File: src/rtl/io16_scan_ctrl.sv
// Serial scan controller: shifts an LED image out to a 595-style chain while
// shifting a switch image in from a 165-style chain, one frame per period.
module io16_scan_ctrl #(
  parameter int N_BITS   = 16,
  parameter int SCAN_GAP = 965
) (
  input  logic              CLK,
  input  logic              RST,
  input  logic              CLK_1MHz,
  input  logic              EN,
  input  logic [N_BITS-1:0] LED_DATA,
  input  logic              SER_DI,
  output logic              SER_CLK,
  output logic              SER_DO,
  output logic              SER_LATCH,
  output logic              SER_LOAD_N,
  output logic [N_BITS-1:0] SW_DATA,
  output logic              SW_VALID,
  output logic              BUSY
);

  localparam int BW = (N_BITS > 1) ? $clog2(N_BITS) : 1;
  localparam int GW = (SCAN_GAP > 0) ? $clog2(SCAN_GAP + 1) : 1;
  localparam logic [BW-1:0] BIT_LAST = BW'(N_BITS - 1);
  localparam logic [GW-1:0] GAP_LAST = GW'((SCAN_GAP > 0) ? SCAN_GAP - 1 : 0);

  typedef enum logic [2:0] {IDLE, LOAD, SHIFT_LO, SHIFT_HI, LATCH, GAP} state_t;

  state_t            state, state_nx;
  logic [2:0]        sync_q;
  logic              tick;
  logic [N_BITS-1:0] tx_shift, rx_shift;
  logic [BW-1:0]     bitcnt;
  logic [GW-1:0]     gapcnt;

  // two sync stages, one edge register, registered tick: 3 CLK after the rise
  always_ff @(posedge CLK or posedge RST) begin
    if (RST) begin
      sync_q <= '0;
      tick   <= 1'b0;
    end else begin
      sync_q <= {sync_q[1:0], CLK_1MHz};
      tick   <= sync_q[1] & ~sync_q[2];
    end
  end

  always_ff @(posedge CLK or posedge RST) begin
    if (RST) state <= IDLE;
    else     state <= state_nx;
  end

  always_comb begin
    state_nx = state;
    if (tick) begin
      case (state)
        IDLE:     if (EN) state_nx = LOAD;
        LOAD:     state_nx = SHIFT_LO;
        SHIFT_LO: state_nx = SHIFT_HI;
        SHIFT_HI: state_nx = (bitcnt == BIT_LAST) ? LATCH : SHIFT_LO;
        LATCH:    state_nx = (SCAN_GAP == 0) ? IDLE : GAP;
        GAP:      if (gapcnt == GAP_LAST) state_nx = IDLE;
        default:  state_nx = IDLE;
      endcase
    end
  end

  always_ff @(posedge CLK or posedge RST) begin
    if (RST) begin
      tx_shift   <= '0;
      rx_shift   <= '0;
      bitcnt     <= '0;
      gapcnt     <= '0;
      SER_CLK    <= 1'b0;
      SER_DO     <= 1'b0;
      SER_LATCH  <= 1'b0;
      SER_LOAD_N <= 1'b1;
      SW_DATA    <= '0;
      SW_VALID   <= 1'b0;
    end else begin
      SW_VALID <= 1'b0;
      if (tick) begin
        case (state)
          IDLE: if (EN) begin
            tx_shift   <= LED_DATA;
            SER_LOAD_N <= 1'b0;
          end
          LOAD: begin
            SER_LOAD_N <= 1'b1;
            SER_DO     <= tx_shift[N_BITS-1];
            bitcnt     <= '0;
          end
          // sample Q_H while SER_CLK is still low
          SHIFT_LO: begin
            rx_shift <= {rx_shift[N_BITS-2:0], SER_DI};
            SER_CLK  <= 1'b1;
          end
          SHIFT_HI: begin
            SER_CLK <= 1'b0;
            if (bitcnt == BIT_LAST) begin
              SER_LATCH <= 1'b1;
            end else begin
              bitcnt   <= bitcnt + 1'b1;
              tx_shift <= tx_shift << 1;
              SER_DO   <= tx_shift[N_BITS-2];
            end
          end
          LATCH: begin
            SER_LATCH <= 1'b0;
            SW_DATA   <= rx_shift;
            SW_VALID  <= 1'b1;
            gapcnt    <= '0;
          end
          GAP:     gapcnt <= gapcnt + 1'b1;
          default: ;
        endcase
      end
    end
  end

  assign BUSY = (state != IDLE);

endmodule

File: config.mk
export PLATFORM = sky130hd
export DESIGN_NAME = io16_scan_ctrl
export DESIGN_NICKNAME = d
export VERILOG_FILES = /design/src/rtl/io16_scan_ctrl.sv
export SDC_FILE = /design/constraint.sdc
export NUM_CORES = 1
export LEC_CHECK = 0
export BUFFER_PORTS_ARGS = -buffer_cell sky130_fd_sc_hd__buf_2
export CORE_MARGIN = 2
export CORE_UTILIZATION = 40
export CTS_CLUSTER_DIAMETER = 120
export DETAILED_ROUTE_END_ITERATION = 16
export PLACE_DENSITY = 0.58
export SLEW_MARGIN = 20
export SYNTH_ARGS = -nofsm -noshare
export SYNTH_HDL_FRONTEND = slang
export SYNTH_SLANG_ARGS = --single-unit
export TNS_END_PERCENT = 10
File: constraint.sdc
create_clock -name CLK -period 2.58 [get_ports CLK]
set_input_delay 0.129 -clock CLK [delete_from_list [all_inputs] [get_ports CLK]]
set_output_delay 0.129 -clock CLK [all_outputs]
set_load 0.01 [all_outputs]
==> results of run 1 <==
[metrics by stage]
step           total power, mW  utilization
6_report                  3.10        0.467
5_1_grt                   3.29        0.467
4_1_cts                   3.15        0.467
3_5_place_dp              2.24        0.443
3_3_place_gp              2.22        0.443
2_1_floorplan             2.11            -
[kinds of logic (layout without fill, tap and decap cells)]
group                      count (synthesis)  count (layout)  share of synthesized area
and+or+nand+nor                           75              75                      0.137
DFF                                       74              74                      0.523
muxes                                     66              66                      0.228
AOI/OAI and AO/OA                         29              29                     0.0618
buffers and inverters                     21              71                     0.0388
adders and majority gates                  3               3                     0.0106
[flip-flops by register name, summed over array words and instances (netlist names)]
name	cells
rx_shift	16
tx_shift	16
SER_CLK	1
SER_LOAD_N	1
SER_LATCH	1
gapcnt	10
SER_DO	1
tick	1
state	3
sync_q	3
SW_DATA	16
bitcnt	4
SW_VALID	1
[layout by cell type, fill, tap and decap left out, types with 2 or more instances in the layout]
| cell | synthesis | layout |
|---|---|---|
| sky130_fd_sc_hd__dfrtp_1 | 73 | 73 |
| sky130_fd_sc_hd__mux2_2 | 47 | 47 |
| sky130_fd_sc_hd__buf_2 | 4 | 42 |
| sky130_fd_sc_hd__nand2_1 | 19 | 19 |
| sky130_fd_sc_hd__mux2_4 | 18 | 18 |
| sky130_fd_sc_hd__nand3_1 | 15 | 15 |
| sky130_fd_sc_hd__clkbuf_8 | 0 | 9 |
| sky130_fd_sc_hd__o21ai_0 | 8 | 8 |
| sky130_fd_sc_hd__inv_1 | 6 | 5 |
| sky130_fd_sc_hd__nand3b_1 | 4 | 4 |
| sky130_fd_sc_hd__buf_4 | 3 | 4 |
| sky130_fd_sc_hd__nand4_1 | 3 | 3 |
| sky130_fd_sc_hd__nor2_1 | 3 | 3 |
| sky130_fd_sc_hd__nand2b_1 | 3 | 3 |
| sky130_fd_sc_hd__nor2b_1 | 3 | 3 |
| sky130_fd_sc_hd__a21oi_1 | 3 | 3 |
| sky130_fd_sc_hd__ha_1 | 3 | 3 |
| sky130_fd_sc_hd__and3_1 | 2 | 2 |
| sky130_fd_sc_hd__nor4_1 | 2 | 2 |
| sky130_fd_sc_hd__and2_1 | 2 | 2 |
| sky130_fd_sc_hd__and4b_1 | 2 | 2 |
| sky130_fd_sc_hd__a2bb2oi_1 | 2 | 2 |
| sky130_fd_sc_hd__or3_1 | 2 | 2 |
| sky130_fd_sc_hd__a31oi_1 | 2 | 2 |
| sky130_fd_sc_hd__or4b_1 | 2 | 2 |
| sky130_fd_sc_hd__o211ai_1 | 2 | 2 |
| sky130_fd_sc_hd__o311ai_0 | 2 | 2 |
| sky130_fd_sc_hd__a21o_1 | 2 | 2 |
| sky130_fd_sc_hd__clkinv_2 | 0 | 2 |
| sky130_fd_sc_hd__inv_6 | 0 | 2 |
| sky130_fd_sc_hd__dlygate4sd3_1 | 0 | 2 |
[worst max-delay path: cells and delay by family, from the launching register on]
kind / cells / cell delay, ns
flops: 1 / 0.64
mux: 1 / 0.37
buf+inv: 1 / 0.31
compound gates: 1 / 0.20
simple gates: 1 / 0.36
[cell type report]
| class | instances | area [um^2] | share of cell area |
|---|---|---|---|
| Inverter | 6 | 22.5 | 0.00558 |
| Multi-Input combinational cell | 173 | 1550 | 0.385 |
| Clock buffer | 10 | 128 | 0.0316 |
| Tap cell | 108 | 135 | 0.0335 |
| Clock inverter | 6 | 65.1 | 0.0161 |
| Timing Repair Buffer | 49 | 280 | 0.0694 |
| Sequential cell | 74 | 1850 | 0.459 |
[report_power, final]
| group | switching [mW] | internal [mW] |
|---|---|---|
| clock | 0.435 | 0.451 |
| sequential | 0.163 | 1.39 |
| combinational | 0.231 | 0.424 |
[metal layers]
layer | GRT usage | up-vias | part of all wire
met5 | 0 | - | 0
met4 | 0.0353 | 0 | 0.0070
met3 | 0.0437 | 4 | 0.034
met2 | 0.198 | 28 | 0.46
met1 | 0.187 | 1113 | 0.50
li1 | - | 1066 | -
[worst max-delay path by stage]
stage          slack [ns]            startpoint  cells after the start                  endpoint
6_report             0.58  state[1]$_DFFE_PP0P_                      4  tx_shift[10]$_DFFE_PP0P_
5_1_grt              0.47  state[1]$_DFFE_PP0P_                      4  tx_shift[10]$_DFFE_PP0P_
4_1_cts              0.55  state[1]$_DFFE_PP0P_                      4   tx_shift[8]$_DFFE_PP0P_
3_5_place_dp         0.57  state[1]$_DFFE_PP0P_                      4   tx_shift[8]$_DFFE_PP0P_
3_3_place_gp         0.60  state[1]$_DFFE_PP0P_                      4  tx_shift[12]$_DFFE_PP0P_
2_1_floorplan        0.57                   RST                      1       SER_CLK$_DFFE_PP0P_
==> impl_metrics.xml, run 1 <==
<?xml version="1.0" encoding="UTF-8"?>
<metrics>
  <group name="timing">
    <metric name="period_minus_slack" unit="ns">2.00</metric>
    <metric name="hold_ws" unit="ns">0.0278</metric>
    <metric name="fmaxAchievable" unit="MHz">499</metric>
    <metric name="setup_repair_after_global_routing_missed_its_margin" unit="">false</metric>
    <metric name="clock-skew-final" unit="ns">0.00692</metric>
    <metric name="finalWorstSetupSlack" unit="ns">0.575</metric>
    <metric name="timing_hold_violations_final" unit="">0</metric>
    <metric name="setup_tns" unit="ns">0</metric>
    <metric name="report.final.setup_viol" unit="">0</metric>
    <metric name="max-slew-margin-rel" unit="">0.531</metric>
    <metric name="tightest_slew" unit="ns">0.703</metric>
    <metric name="maxSlewViolCount" unit="">0</metric>
    <metric name="finalCritPeriodShare" unit="">0.777</metric>
  </group>
  <group name="logic_synthesis">
    <metric name="postSynthCellCount" unit="">268</metric>
    <metric name="async_flop_share" unit="">1.00</metric>
    <metric name="mappedNetlistNets" unit="">292</metric>
    <metric name="ys_top_cells_by_area" unit="">sky130_fd_sc_hd__dfrtp_1, sky130_fd_sc_hd__mux2_2, sky130_fd_sc_hd__mux2_4, sky130_fd_sc_hd__nand3_1, sky130_fd_sc_hd__nand2_1</metric>
    <metric name="ys_dominant_reg_cell" unit="">sky130_fd_sc_hd__dfrtp_1</metric>
    <metric name="synth.avg_cell_area" unit="um^2">13.2</metric>
    <metric name="synth.top_cells.by_count" unit="">sky130_fd_sc_hd__dfrtp_1, sky130_fd_sc_hd__mux2_2, sky130_fd_sc_hd__nand2_1, sky130_fd_sc_hd__mux2_4, sky130_fd_sc_hd__nand3_1</metric>
    <metric name="yosysUniqueCellTypes" unit="">54</metric>
    <metric name="synth.most_common_cell" unit="">sky130_fd_sc_hd__dfrtp_1</metric>
    <metric name="yosysSeqAreaShare" unit="">0.523</metric>
    <metric name="netlist_area" unit="mm^2">0.00354</metric>
    <metric name="yosys.area.top_type" unit="">sky130_fd_sc_hd__dfrtp_1</metric>
    <metric name="synth_warnings" unit="">0</metric>
    <metric name="synth_top_area_frac" unit="">0.516</metric>
    <metric name="postSynthRegisterBits" unit="">74</metric>
    <metric name="synth_edf_count" unit="">0</metric>
  </group>
  <group name="pwr">
    <metric name="cellLeakagePower" unit="nW">1.90</metric>
    <metric name="pwr_density_cell" unit="mW/mm^2">768</metric>
    <metric name="ir_drop_worst_vdd" unit="mV">0.463</metric>
  </group>
  <group name="routing">
    <metric name="ant_nets" unit="">0</metric>
    <metric name="route.final.wire_length" unit="um">6010</metric>
    <metric name="initialDrtViolationCount" unit="">81</metric>
    <metric name="first_pass_iters" unit="">4</metric>
    <metric name="route.detailed.vias_per_inst" unit="">5.19</metric>
    <metric name="vias" unit="">2211</metric>
    <metric name="detail_route.wl_per_cell" unit="um">14.1</metric>
    <metric name="drc" unit="">0</metric>
  </group>
  <group name="critical_path">
    <metric name="worstReg2RegEnd" unit="">tx_shift[10]$_DFFE_PP0P_</metric>
    <metric name="critical_path_class" unit="">register to register</metric>
    <metric name="critical_path_required" unit="ns">2.80</metric>
    <metric name="worstRegToRegCells" unit="">4</metric>
    <metric name="minimum_setup_slack_among_reg_to_reg_paths" unit="ns">0.58</metric>
    <metric name="crit_path_max_fanout" unit="">23</metric>
    <metric name="setup.worst_path.start_class" unit="">register</metric>
    <metric name="r2r_start" unit="">state[1]$_DFFE_PP0P_</metric>
    <metric name="critical_path.max_stage_delay" unit="ns">0.64</metric>
    <metric name="arrival" unit="ns">2.23</metric>
    <metric name="cp_slowest_cell" unit="">sky130_fd_sc_hd__dfrtp_1</metric>
    <metric name="worstSetupEndpointType" unit="">register</metric>
    <metric name="path_cells" unit="">or2_1, o32ai_4, buf_4, mux2_2</metric>
  </group>
  <group name="finish">
    <metric name="final_cell_count_no_fill" unit="">426</metric>
    <metric name="final_net_count" unit="">337</metric>
    <metric name="final_layout_size_suffix_gt1_frac" unit="">0.434</metric>
    <metric name="fill_cells" unit="">795</metric>
    <metric name="finalInstanceArea" unit="mm^2">0.00404</metric>
    <metric name="antenna_cells" unit="">0</metric>
    <metric name="area_growth_syn_to_layout" unit="%">13.9</metric>
  </group>
  <group name="place">
    <metric name="placement.setup.worst_slack" unit="ns">0.566</metric>
    <metric name="hpwl" unit="um">3850</metric>
    <metric name="gpl.final_weighted_congestion" unit="">0.774</metric>
    <metric name="placedInstanceArea" unit="mm^2">0.00382</metric>
    <metric name="place_inst" unit="">408</metric>
    <metric name="port_buffers" unit="">42</metric>
  </group>
  <group name="floorplan">
    <metric name="die-height" unit="um">98.1</metric>
    <metric name="fp.dieW" unit="um">98.1</metric>
    <metric name="die_area" unit="mm^2">0.00963</metric>
    <metric name="design.portCount" unit="">43</metric>
    <metric name="placement_rows" unit="">34</metric>
    <metric name="initial_core_utilization" unit="">0.410</metric>
    <metric name="core_area" unit="mm^2">0.00864</metric>
  </group>
  <group name="min_path">
    <metric name="worstHoldPathType" unit="">input pin to register</metric>
    <metric name="worstHoldPathCells" unit="">2</metric>
    <metric name="min-delay-start" unit="">SER_DI</metric>
    <metric name="hold-path-endpoint" unit="">rx_shift[0]$_DFFE_PP0P_</metric>
  </group>
  <group name="flow_run">
    <metric name="max_cap_viols" unit="">0</metric>
  </group>
  <group name="clock_tree">
    <metric name="cts-htree-levels" unit="">3</metric>
    <metric name="post-cts-setup-buffers" unit="">0</metric>
    <metric name="source_to_sink_clock_delay_at_the_later_pin_of_the_worst_skew_pair" unit="ns">0.33</metric>
    <metric name="post_cts_hold_buffer_count" unit="">2</metric>
    <metric name="tritoncts_num_sinks" unit="">74</metric>
    <metric name="cts.reportedPaths.clkPinSlew" unit="ns">0.08</metric>
    <metric name="postCtsResizedCells" unit="">0</metric>
    <metric name="cts_inserted_buffers" unit="">9</metric>
    <metric name="cts_max_path_buffers" unit="">2</metric>
    <metric name="cts_tree" unit="">done</metric>
    <metric name="root_buffer" unit="">sky130_fd_sc_hd__clkbuf_8</metric>
  </group>
  <group name="grt">
    <metric name="groute.usage.overall" unit="">0.132</metric>
    <metric name="grt_start_max_net_pins" unit="">75</metric>
    <metric name="congestion_overflow_gr" unit="">0</metric>
    <metric name="grt_first_pass_wirelength" unit="um">10300</metric>
    <metric name="antenna_found_initial" unit="">0</metric>
    <metric name="vias_in_the_first_global_route" unit="">2110</metric>
  </group>
  <group name="status">
    <metric name="status" unit="">completed</metric>
  </group>
</metrics>
(Power assumes the default switching activity.)
==> inputs of run 2 (changes only) <==
==> constraint.sdc (replaced) <==
create_clock -name CLK -period 1.99 [get_ports CLK]
set_input_delay 0.0995 -clock CLK [delete_from_list [all_inputs] [get_ports CLK]]
set_output_delay 0.0995 -clock CLK [all_outputs]
set_load 0.01 [all_outputs]
==> impl_metrics.xml, run 2 (same netlist as run 1, synthesis figures left out) <==
<?xml version="1.0" encoding="UTF-8"?>
<metrics>
  <group name="timing">
    <metric name="period_minus_slack" unit="ns">1.78</metric>
    <metric name="setup_tns" unit="ns">0</metric>
    <metric name="tightest_slew" unit="ns">0.485</metric>
    <metric name="report.final.setup_viol" unit="">0</metric>
    <metric name="finalWorstSetupSlack" unit="ns">0.210</metric>
    <metric name="maxSlewViolCount" unit="">0</metric>
    <metric name="max-slew-margin-rel" unit="">0.677</metric>
    <metric name="clock-skew-final" unit="ns">0.00710</metric>
    <metric name="timing_hold_violations_final" unit="">0</metric>
    <metric name="finalCritPeriodShare" unit="">0.895</metric>
    <metric name="fmaxAchievable" unit="MHz">562</metric>
    <metric name="setup_repair_after_global_routing_missed_its_margin" unit="">false</metric>
  </group>
  <group name="finish">
    <metric name="commonest_cells_after_routing_fill_and_taps_aside" unit="">sky130_fd_sc_hd__dfrtp_1, sky130_fd_sc_hd__mux2_2, sky130_fd_sc_hd__buf_2</metric>
    <metric name="antenna_cells" unit="">0</metric>
    <metric name="area_growth_syn_to_layout" unit="%">18.1</metric>
    <metric name="finalInstanceArea" unit="mm^2">0.00419</metric>
    <metric name="reg.largest.list" unit="">SW_DATA x16, rx_shift x16, tx_shift x16</metric>
    <metric name="mostFrequentLayoutCell" unit="">sky130_fd_sc_hd__dfrtp_1</metric>
    <metric name="final_layout_size_suffix_gt1_frac" unit="">0.446</metric>
    <metric name="final_net_count" unit="">346</metric>
  </group>
  <group name="critical_path">
    <metric name="worstSetupEndpointType" unit="">register</metric>
    <metric name="setup.worst_path.start_class" unit="">register</metric>
    <metric name="worstReg2RegEnd" unit="">tx_shift[7]$_DFFE_PP0P_</metric>
    <metric name="critical_path_class" unit="">register to register</metric>
    <metric name="crit_path_max_fanout" unit="">16</metric>
    <metric name="arrival" unit="ns">2.01</metric>
    <metric name="cp-startpoint" unit="">bitcnt[0]$_DFFE_PP0P_</metric>
    <metric name="worstRegToRegCells" unit="">5</metric>
    <metric name="minimum_setup_slack_among_reg_to_reg_paths" unit="ns">0.21</metric>
    <metric name="worst_setup_path_endpoint" unit="">tx_shift[7]$_DFFE_PP0P_</metric>
    <metric name="critical_path_required" unit="ns">2.22</metric>
    <metric name="r2r_start" unit="">bitcnt[0]$_DFFE_PP0P_</metric>
  </group>
  <group name="pwr">
    <metric name="power.net_switching" unit="mW">1.11</metric>
    <metric name="ir_drop_worst_vdd" unit="mV">0.555</metric>
    <metric name="p_sw_frac" unit="">0.262</metric>
    <metric name="p_int" unit="mW">3.13</metric>
    <metric name="power_frac_seq" unit="">0.476</metric>
    <metric name="p_comb_frac" unit="">0.209</metric>
    <metric name="power_frac_clock" unit="">0.315</metric>
    <metric name="cellLeakagePower" unit="nW">1.97</metric>
    <metric name="pwr_density_cell" unit="mW/mm^2">1010</metric>
  </group>
  <group name="grt">
    <metric name="grt_first_pass_wirelength" unit="um">11000</metric>
    <metric name="groute.usage.overall" unit="">0.144</metric>
    <metric name="vias_in_the_first_global_route" unit="">2361</metric>
    <metric name="grt_start_max_net_pins" unit="">75</metric>
    <metric name="congestion_overflow_gr" unit="">0</metric>
    <metric name="antenna_found_initial" unit="">0</metric>
  </group>
  <group name="routing">
    <metric name="detail_route.wl_per_cell" unit="um">14.2</metric>
    <metric name="route.detailed.vias_per_inst" unit="">5.18</metric>
    <metric name="route.final.wire_length" unit="um">6160</metric>
    <metric name="drc" unit="">0</metric>
    <metric name="first_pass_iters" unit="">4</metric>
    <metric name="ant_nets" unit="">0</metric>
    <metric name="initialDrtViolationCount" unit="">138</metric>
    <metric name="vias" unit="">2255</metric>
  </group>
  <group name="floorplan">
    <metric name="fp.dieW" unit="um">98.1</metric>
    <metric name="placement_rows" unit="">34</metric>
    <metric name="core_area" unit="mm^2">0.00864</metric>
    <metric name="design.portCount" unit="">43</metric>
    <metric name="initial_core_utilization" unit="">0.410</metric>
    <metric name="die_area" unit="mm^2">0.00963</metric>
    <metric name="die-height" unit="um">98.1</metric>
  </group>
  <group name="status">
    <metric name="status" unit="">completed</metric>
  </group>
  <group name="clock_tree">
    <metric name="source_to_sink_clock_delay_at_the_later_pin_of_the_worst_skew_pair" unit="ns">0.35</metric>
    <metric name="post-cts-setup-buffers" unit="">0</metric>
    <metric name="postCtsResizedCells" unit="">0</metric>
    <metric name="cts_inserted_buffers" unit="">9</metric>
    <metric name="cts_max_path_buffers" unit="">2</metric>
    <metric name="cts-htree-levels" unit="">3</metric>
    <metric name="cts.reportedPaths.clkPinSlew" unit="ns">0.08</metric>
    <metric name="cts_tree" unit="">done</metric>
    <metric name="root_buffer" unit="">sky130_fd_sc_hd__clkbuf_8</metric>
    <metric name="tritoncts_num_sinks" unit="">74</metric>
  </group>
  <group name="place">
    <metric name="placement.setup.worst_slack" unit="ns">0.210</metric>
    <metric name="placedInstanceArea" unit="mm^2">0.00391</metric>
    <metric name="port_buffers" unit="">42</metric>
    <metric name="hpwl" unit="um">4110</metric>
    <metric name="gpl.final_weighted_congestion" unit="">0.777</metric>
  </group>
  <group name="min_path">
    <metric name="worstHoldPathType" unit="">input pin to register</metric>
  </group>
  <group name="flow_run">
    <metric name="max_cap_viols" unit="">0</metric>
  </group>
</metrics>
## run 2: what timing repair did
| action | 4_1_cts | 5_1_grt |
|---|---|---|
| endpoints found under the setup margin | 0 | 0 |
| endpoints found under the hold margin | 76 | 0 |
| hold buffers | 4 | 0 |
## run 2: worst min path at each step
stage                       startpoint                       end  slack (ns)  cells past startpoint
after floorplan               CLK_1MHz       sync_q[0]$_DFF_PP0_        0.13                      0
after global placement        CLK_1MHz       sync_q[0]$_DFF_PP0_        0.21                      1
after detailed placement      CLK_1MHz       sync_q[0]$_DFF_PP0_        0.21                      1
after CTS                 LED_DATA[15]  tx_shift[15]$_DFFE_PP0P_        0.08                      3
after global routing      LED_DATA[14]  tx_shift[14]$_DFFE_PP0P_         0.1                      3
final                     LED_DATA[15]  tx_shift[15]$_DFFE_PP0P_        0.10                      3
## run 2: cell type report
cell class	instances	area [um^2]
clock inverters	6	95.1
fillers	799	4450
clock buffers	10	138
flip-flops and latches	74	1850
repair buffers	58	390
multi-input cells	173	1550
inverters	6	22.5
well taps	108	135
## run 2: power groups by stage
stage	registers (mW)	logic, mW	clock network, mW
3_3_place_gp	2.04	0.871	0
5_1_grt	2.07	0.965	1.44
6_report	2.02	0.884	1.34
3_5_place_dp	2.05	0.897	0
2_1_floorplan	1.99	0.751	0
4_1_cts	2.02	0.905	1.39
## run 2: layer usage
| layer | vias up | GRT usage | routed length (um) |
|---|---|---|---|
| met5 | - | 0 | 0 |
| met4 | 0 | 0.0652 | 94 |
| met3 | 7 | 0.0358 | 210 |
| met2 | 30 | 0.240 | 3080 |
| met1 | 1132 | 0.177 | 2780 |
| li1 | 1086 | - | - |
## run 2: through the flow
stage	hold WS [ns]	cells	utilization	power, mW
after floorplan	0.131	268	-	2.74
after global placement	0.208	415	0.453	2.91
after detailed placement	0.212	415	0.453	2.95
after CTS	0.0841	435	0.485	4.32
after global routing	0.0992	435	0.485	4.47
final	0.104	435	0.485	4.24
## run 2: critical path: stages, from the launching register on
cell and delay [ns]:
sky130_fd_sc_hd__dfrtp_1 0.42, sky130_fd_sc_hd__ha_1 0.26, sky130_fd_sc_hd__and3_1 0.28, sky130_fd_sc_hd__o32ai_4 0.15, sky130_fd_sc_hd__buf_12 0.21, sky130_fd_sc_hd__mux2_2 0.35
